--- src/rtl/alu_pkg.sv ---
// Shared opcode and FSM state types for the sequential ALU.
// Imported by alu_seq and alu_muldiv_seq.
package alu_pkg;

  typedef enum logic [4:0] {
    OP_ADD  = 5'h00,
    OP_SUB  = 5'h01,
    OP_MUL  = 5'h02,
    OP_DIVU = 5'h03,
    OP_AND  = 5'h04,
    OP_OR   = 5'h05,
    OP_XOR  = 5'h06,
    OP_NOR  = 5'h07,
    OP_NOT  = 5'h08,
    OP_SLL  = 5'h09,
    OP_SRL  = 5'h0A,
    OP_SLT  = 5'h0B,
    OP_SLTU = 5'h0C,
    OP_INC  = 5'h0D,
    OP_DEC  = 5'h0E,
    OP_REMU = 5'h0F
  } opcode_e;

  typedef enum logic [1:0] {
    ST_IDLE = 2'd0,
    ST_CALC = 2'd1,
    ST_DONE = 2'd2
  } state_e;

  // Opcodes that run through the iterative mul/div unit.
  function automatic logic is_iter(input logic [4:0] op);
    return (op == OP_MUL) || (op == OP_DIVU) || (op == OP_REMU);
  endfunction

endpackage

--- src/rtl/alu_muldiv_seq.sv ---
// Iterative shift-add multiplier and restoring divider.
// One bit per cycle; done flags the final iteration edge.
module alu_muldiv_seq
  import alu_pkg::*;
#(
  parameter int WIDTH = 32
) (
  input  logic             clk,
  input  logic             rst,
  input  logic             start,
  input  logic [4:0]       op,
  input  logic [WIDTH-1:0] a,
  input  logic [WIDTH-1:0] b,
  output logic             done,
  output logic [WIDTH-1:0] product,
  output logic [WIDTH-1:0] quotient,
  output logic [WIDTH-1:0] remainder,
  output logic             div0
);

  localparam int CW = $clog2(WIDTH + 1);
  localparam logic [CW-1:0] LAST = CW'(WIDTH - 1);

  logic             run_q, run_d;
  logic             div_q, div_d;
  logic             div0_q, div0_d;
  logic [CW-1:0]    cnt_q, cnt_d;
  // mul: partial product; div: partial remainder
  logic [WIDTH-1:0] acc_q, acc_d;
  // mul: multiplier (shifts right); div: dividend/quotient (shifts left)
  logic [WIDTH-1:0] sh_q, sh_d;
  // mul: multiplicand (shifts left); div: divisor
  logic [WIDTH-1:0] dv_q, dv_d;

  logic [WIDTH:0]   rsh;
  logic [WIDTH:0]   diff;

  // Load on start, then advance one multiply or divide step per cycle.
  always_comb begin
    run_d  = run_q;
    div_d  = div_q;
    div0_d = div0_q;
    cnt_d  = cnt_q;
    acc_d  = acc_q;
    sh_d   = sh_q;
    dv_d   = dv_q;
    rsh    = {acc_q, sh_q[WIDTH-1]};
    diff   = rsh - {1'b0, dv_q};
    if (start) begin
      run_d  = 1'b1;
      cnt_d  = '0;
      div_d  = (op != OP_MUL);
      div0_d = (op != OP_MUL) && (b == '0);
      acc_d  = '0;
      sh_d   = (op != OP_MUL) ? a : b;
      dv_d   = (op != OP_MUL) ? b : a;
    end else if (run_q) begin
      cnt_d = cnt_q + CW'(1);
      if (cnt_q == LAST) begin
        run_d = 1'b0;
      end
      if (div_q) begin
        if (!diff[WIDTH]) begin
          acc_d = diff[WIDTH-1:0];
          sh_d  = {sh_q[WIDTH-2:0], 1'b1};
        end else begin
          acc_d = rsh[WIDTH-1:0];
          sh_d  = {sh_q[WIDTH-2:0], 1'b0};
        end
      end else begin
        acc_d = acc_q + (sh_q[0] ? dv_q : '0);
        sh_d  = sh_q >> 1;
        dv_d  = dv_q << 1;
      end
    end
  end

  // Iteration state registers with synchronous reset.
  always_ff @(posedge clk) begin
    if (rst) begin
      run_q  <= 1'b0;
      div_q  <= 1'b0;
      div0_q <= 1'b0;
      cnt_q  <= '0;
      acc_q  <= '0;
      sh_q   <= '0;
      dv_q   <= '0;
    end else begin
      run_q  <= run_d;
      div_q  <= div_d;
      div0_q <= div0_d;
      cnt_q  <= cnt_d;
      acc_q  <= acc_d;
      sh_q   <= sh_d;
      dv_q   <= dv_d;
    end
  end

  assign done      = run_q && (cnt_q == LAST);
  assign product   = acc_d;
  assign quotient  = sh_d;
  assign remainder = acc_d;
  assign div0      = div0_q;

endmodule

--- src/rtl/alu_seq.sv ---
// Sequential ALU: single-cycle ops finish next cycle,
// mul/divu/remu iterate WIDTH cycles in alu_muldiv_seq.
module alu_seq
  import alu_pkg::*;
#(
  parameter int WIDTH = 32,
  parameter int SHW   = $clog2(WIDTH)
) (
  input  logic             clk,
  input  logic             rst,
  input  logic             start,
  input  logic [4:0]       opcode,
  input  logic [WIDTH-1:0] a,
  input  logic [WIDTH-1:0] b,
  output logic             busy,
  output logic             valid,
  output logic [WIDTH-1:0] result,
  output logic             flag,
  output logic             err
);

  state_e           state_q, state_d;
  logic [4:0]       op_q, op_d;
  logic             busy_q, busy_d;
  logic             valid_q, valid_d;
  logic [WIDTH-1:0] result_q, result_d;
  logic             flag_q, flag_d;
  logic             err_q, err_d;

  logic             accept;
  logic             md_start;
  logic             md_done;
  logic [WIDTH-1:0] md_prod;
  logic [WIDTH-1:0] md_quot;
  logic [WIDTH-1:0] md_rem;
  logic             md_div0;

  logic [WIDTH-1:0] alu_res;
  logic             alu_flag;
  logic             alu_err;
  logic [SHW-1:0]   amt;

  assign accept   = start && !busy_q && (state_q == ST_IDLE);
  assign md_start = accept && is_iter(opcode);
  assign amt      = b[SHW-1:0];

  alu_muldiv_seq #(
    .WIDTH(WIDTH)
  ) u_muldiv (
    .clk      (clk),
    .rst      (rst),
    .start    (md_start),
    .op       (opcode),
    .a        (a),
    .b        (b),
    .done     (md_done),
    .product  (md_prod),
    .quotient (md_quot),
    .remainder(md_rem),
    .div0     (md_div0)
  );

  // Single-cycle datapath evaluated on the live inputs at accept.
  always_comb begin
    alu_res  = '0;
    alu_flag = 1'b0;
    alu_err  = 1'b0;
    unique case (opcode)
      OP_ADD: begin
        alu_res  = a + b;
        alu_flag = (a == b);
      end
      OP_SUB:  alu_res = a - b;
      OP_AND:  alu_res = a & b;
      OP_OR:   alu_res = a | b;
      OP_XOR:  alu_res = a ^ b;
      OP_NOR:  alu_res = ~(a | b);
      OP_NOT: begin
        alu_res  = ~a;
        alu_flag = (a != b);
      end
      OP_SLL:  alu_res = a << amt;
      OP_SRL:  alu_res = a >> amt;
      OP_SLT: begin
        alu_flag = ($signed(a) < $signed(b));
        alu_res  = {{(WIDTH-1){1'b0}}, alu_flag};
      end
      OP_SLTU: begin
        alu_flag = (a < b);
        alu_res  = {{(WIDTH-1){1'b0}}, alu_flag};
      end
      OP_INC:  alu_res = a + WIDTH'(1);
      OP_DEC:  alu_res = a - WIDTH'(1);
      OP_MUL, OP_DIVU, OP_REMU: alu_res = '0;
      default: alu_err = 1'b1;
    endcase
  end

  // Control FSM next state and registered output values.
  always_comb begin
    state_d  = state_q;
    op_d     = op_q;
    busy_d   = busy_q;
    valid_d  = 1'b0;
    result_d = result_q;
    flag_d   = flag_q;
    err_d    = err_q;
    unique case (state_q)
      ST_IDLE: begin
        if (accept) begin
          op_d   = opcode;
          busy_d = 1'b1;
          if (is_iter(opcode)) begin
            state_d = ST_CALC;
          end else begin
            state_d  = ST_DONE;
            valid_d  = 1'b1;
            result_d = alu_res;
            flag_d   = alu_flag;
            err_d    = alu_err;
          end
        end
      end
      ST_CALC: begin
        if (md_done) begin
          state_d = ST_DONE;
          valid_d = 1'b1;
          flag_d  = 1'b0;
          err_d   = (op_q != OP_MUL) && md_div0;
          if (op_q == OP_MUL) begin
            result_d = md_prod;
          end else if (op_q == OP_DIVU) begin
            result_d = md_quot;
          end else begin
            result_d = md_rem;
          end
        end
      end
      ST_DONE: begin
        state_d = ST_IDLE;
        busy_d  = 1'b0;
      end
      default: begin
        state_d = ST_IDLE;
        busy_d  = 1'b0;
      end
    endcase
  end

  // Control and output registers; reset aborts any operation.
  always_ff @(posedge clk) begin
    if (rst) begin
      state_q  <= ST_IDLE;
      op_q     <= '0;
      busy_q   <= 1'b0;
      valid_q  <= 1'b0;
      result_q <= '0;
      flag_q   <= 1'b0;
      err_q    <= 1'b0;
    end else begin
      state_q  <= state_d;
      op_q     <= op_d;
      busy_q   <= busy_d;
      valid_q  <= valid_d;
      result_q <= result_d;
      flag_q   <= flag_d;
      err_q    <= err_d;
    end
  end

  assign busy   = busy_q;
  assign valid  = valid_q;
  assign result = result_q;
  assign flag   = flag_q;
  assign err    = err_q;

endmodule

--- config.mk ---
export PLATFORM = sky130hd
export DESIGN_NAME = alu_seq
export DESIGN_NICKNAME = d
export VERILOG_FILES = /design/src/rtl/alu_pkg.sv /design/src/rtl/alu_muldiv_seq.sv /design/src/rtl/alu_seq.sv
export SDC_FILE = /design/constraint.sdc
export NUM_CORES = 1
export LEC_CHECK = 0
export BUFFER_PORTS_ARGS = -buffer_cell sky130_fd_sc_hd__clkbuf_2
export CAP_MARGIN = 5
export CORE_UTILIZATION = 40
export CTS_BUF_LIST = sky130_fd_sc_hd__clkbuf_16
export CTS_CLUSTER_SIZE = 20
export DETAILED_ROUTE_END_ITERATION = 10
export SETUP_SLACK_MARGIN = 0.05
export SLEW_MARGIN = 25
export SYNTH_ARGS = -nofsm -noshare
export SYNTH_HDL_FRONTEND = slang
export SYNTH_SLANG_ARGS = --single-unit
--- constraint.sdc ---
create_clock -name clk -period 5.46 [get_ports clk]
set_input_delay 0 -clock clk [delete_from_list [all_inputs] [get_ports clk]]
set_output_delay 0 -clock clk [all_outputs]
set_load 0.01 [all_outputs]
==> summary.txt <==
Worst setup path
  – CP Cell Sequence: dlygate4sd3_1 > clkbuf_2 > nand2b_1 > or3_1 > o21ai_0 > ha_1 > a21oi_1 > o21ai_0 > nor3_1 > a21oi_1 > o311ai_1 > a21oi_1 > a21o_1 > a21oi_1 > xnor2_1 > a311o_1
  – WP buf/inv: 2
  – CP startpoint kind: primary input
  – Slowest-stage cell, CP: or3_1
  – WP data required: 5.81 ns
  – Crit Path Class: primary input to flop
  – Cell depth of the worst setup path: 16
  – Worst path most repeated cell: a21oi_1
  – CP endpoint kind: flop
  – Largest stage delay, worst path: 0.82 ns
  – Crit path arrival time: 5.36 ns
  – Delay-heaviest family, CP: compound AO/OA/AOI/OAI gates
  – Max FO, Critical Path: 32
  – R2R cell count: 14

Floorplan
  – Boundary pin count: 108
  – Die height: 235.5 um
  – Num rows: 85
  – Die ar.: 0.05546 sq mm
  – Core Area: 0.05381 sq mm
  – Starting Density: 40.53%
  – Die width: 235.5 um

Logic synthesis
  – Mapped Nets: 3,296
  – Warnings from Yosys: 0
  – Synthesized flop and latch total: 148
  – Most common cell in the netlist: nor2_1
  – Commonest cells in the netlist: nor2_1, a21oi_1, nand2_1, ha_1, o21ai_0
  – Post-synth cell types: 100
  – Synthesized area per cell: 7.205 sq um
  – Top cells by area, synth: dfxtp_1, ha_1, nor2_1
  – Biggest area consumer among synthesized cells: dfxtp_1
  – Synthesized area: 0.02181 sq mm
  – Share of the synthesized area in the top cell type: 13.58%
  – Share of flip-flops with an asynchronous set or reset: 0%
  – Ys flop type: dfxtp_1
  – Seq/Total Area, Yosys: 13.58%
  – Post-synth EDFFs: 0
  – Mapped Cells: 3,027

Power
  – Maximum vdd drop: 0.0001777 V
  – Power per Cell Area: 188.6 mW/mm^2
  – Static leakage: 9.161 nW

Clock network
  – H-tree levels: 4
  – Clock buffer depth: 2
  – Num CTS Buffers: 17
  – Clock transition at the registers of the reported paths: 0.08 ns
  – CTS tree: yes
  – Clock net sink count: 148
  – Root buffer cell: clkbuf_16
  – Clock latency on the worst-skew pair: 0.46 ns

Timing
  – Period minus WS final: 5.009 ns
  – Sum Neg Setup Slack: 0 ns
  – Fmax: 199.6 MHz
  – Relative slew slack: 20.46%
  – Clock Skew: 0.01650 ns
  – Period utilization: 91.74%
  – Worst Max-Slew Pin Slew: 1.189 ns
  – RSZ-0062 raised after global routing: false
  – Final slew viol count: 0
  – Final Setup Violations: 0
  – Final Hold Viols: 0

Final layout
  – # diodes: 0
  – Nets: 3,274
  – Non-Filler Instances: 3,714
  – Layout area overhead: 8.095%
  – Fin area: 0.02358 sq mm
  – Ratio of cells with drive above 1 in the final layout: 11.10%

Placed design
  – Port-buffer cells: 107
  – DP Area: 0.02291 sq mm
  – Dpl hpwl: 78,010 um
  – Dpl cells: 3,676
  – Placer Congestion: 1.039

Routing
  – Number of DRC markers in iteration 0: 3,028
  – Vias per cell: 6.610
  – Routed len/inst: 27.33 um
  – DR vias: 24,550
  – Drt drc: 0
  – Routed Antenna Nets: 0
  – Final wirelength: 101,500 um
  – DR pass1 iterations: 6

Global route
  – Grt total ovfl: 0
  – Gr usage total: 35.44%
  – Initial antenna violation count: 5
  – Pin count of the biggest net entering global routing: 121
  – First-pass GRT wire length: 148,900 um
  – Number of global-route vias before repair: 22,890

Status
  – Status: complete, no violations

Hold path
  – Min-Delay Path Depth: 4
  – Min-delay worst type: primary input to flop

Run
  – Max-cap violations: 0
## worst min-delay path, cell delays in order
cell and delay (ns):
clkbuf_2 0.09, and3_1 0.27, nand2_1 0.10, a21oi_1 0.05
## layout make-up
type,count,area (sq um)
clock inverter,15,181.4
fill,5608,30240
timing repair buffer,175,1091
multi-input combinational,2517,17490
clock buffer,17,425.4
tap,696,870.8
sequential,148,2968
inverter,146,548.0
## flip-flops by register name (all words and copies together), names as in the netlist
signal,cells
busy,1
err,1
flag,1
op_q,5
result,32
state_q,2
u_muldiv.acc_q,32
u_muldiv.cnt_q,6
u_muldiv.div0,1
u_muldiv.div_q,1
u_muldiv.dv_q,32
u_muldiv.run_q,1
u_muldiv.sh_q,32
valid,1
## path summary, 6_finish.rpt
kind / start / to / slack [ns]
setup reg to reg: u_muldiv.sh_q[31] / result[28] / 0.60
hold reg to reg: op_q[1] / op_q[1] / 0.46
setup / recovery: opcode[1] / result[31] / 0.45
hold / removal: start / op_q[1] / 0.1
## per-stage QoR
step	power, W	worst slack [ns]	hold slack, ns	utilization [%]
global placement	0.003131	0.6230	0.3791	42.57
CTS	0.004393	0.5921	0.08065	43.81
global route	0.004616	0.2291	0.1251	43.81
floorplan	0.002500	0.8081	0.2209	-
finish	0.004447	0.4508	0.09916	43.81
detailed placement	0.003138	0.6074	0.3808	42.57
## kinds of logic after synthesis
family / share of synthesized area [%]
AOI/OAI and AO/OA: 31.01
adders and majority gates: 11.44
muxes: 10.87
xor gates and xnor gates: 4.980
and+or+nand+nor: 21.57
buffers and inverters: 6.552
DFF: 13.58
## placed cells by master (no fill, tap or decap), drive strengths merged, types with 53 or more instances in the layout
cell	instances
ha	193
a21oi	300
inv	153
clkbuf	122
nand2	208
o211ai	53
dfxtp	148
xnor2	95
a211oi	137
nor2	435
o21ai	193
buf	64
mux4	57
mux2i	95
nor3	75
## repair_timing
action,4_1_cts,5_1_grt
setup buffers,0,0
hold endpoints to repair,7,0
resized for setup,0,0
hold buffers,6,0
setup endpoints to repair,0,0
## layer usage
| layer | track usage, % | up-vias | part of all wire (%) |
|---|---|---|---|
| met5 | 0 | - | 0.027 |
| met4 | 14.62 | 4 | 4.3 |
| met3 | 6.109 | 206 | 9.6 |
| met2 | 56.02 | 1406 | 44 |
| met1 | 47.53 | 11820 | 42 |
| li1 | - | 11120 | - |
## power breakdown
part           total [W]  leakage [nW]  internal (W)  switching, W
sequential       0.00118          1.20       0.00113     0.0000521
combinational    0.00201          7.67      0.000695       0.00132
clock            0.00125         0.287      0.000693      0.000562
total            0.00445          9.16       0.00251       0.00193
(Power assumes the default switching activity.)
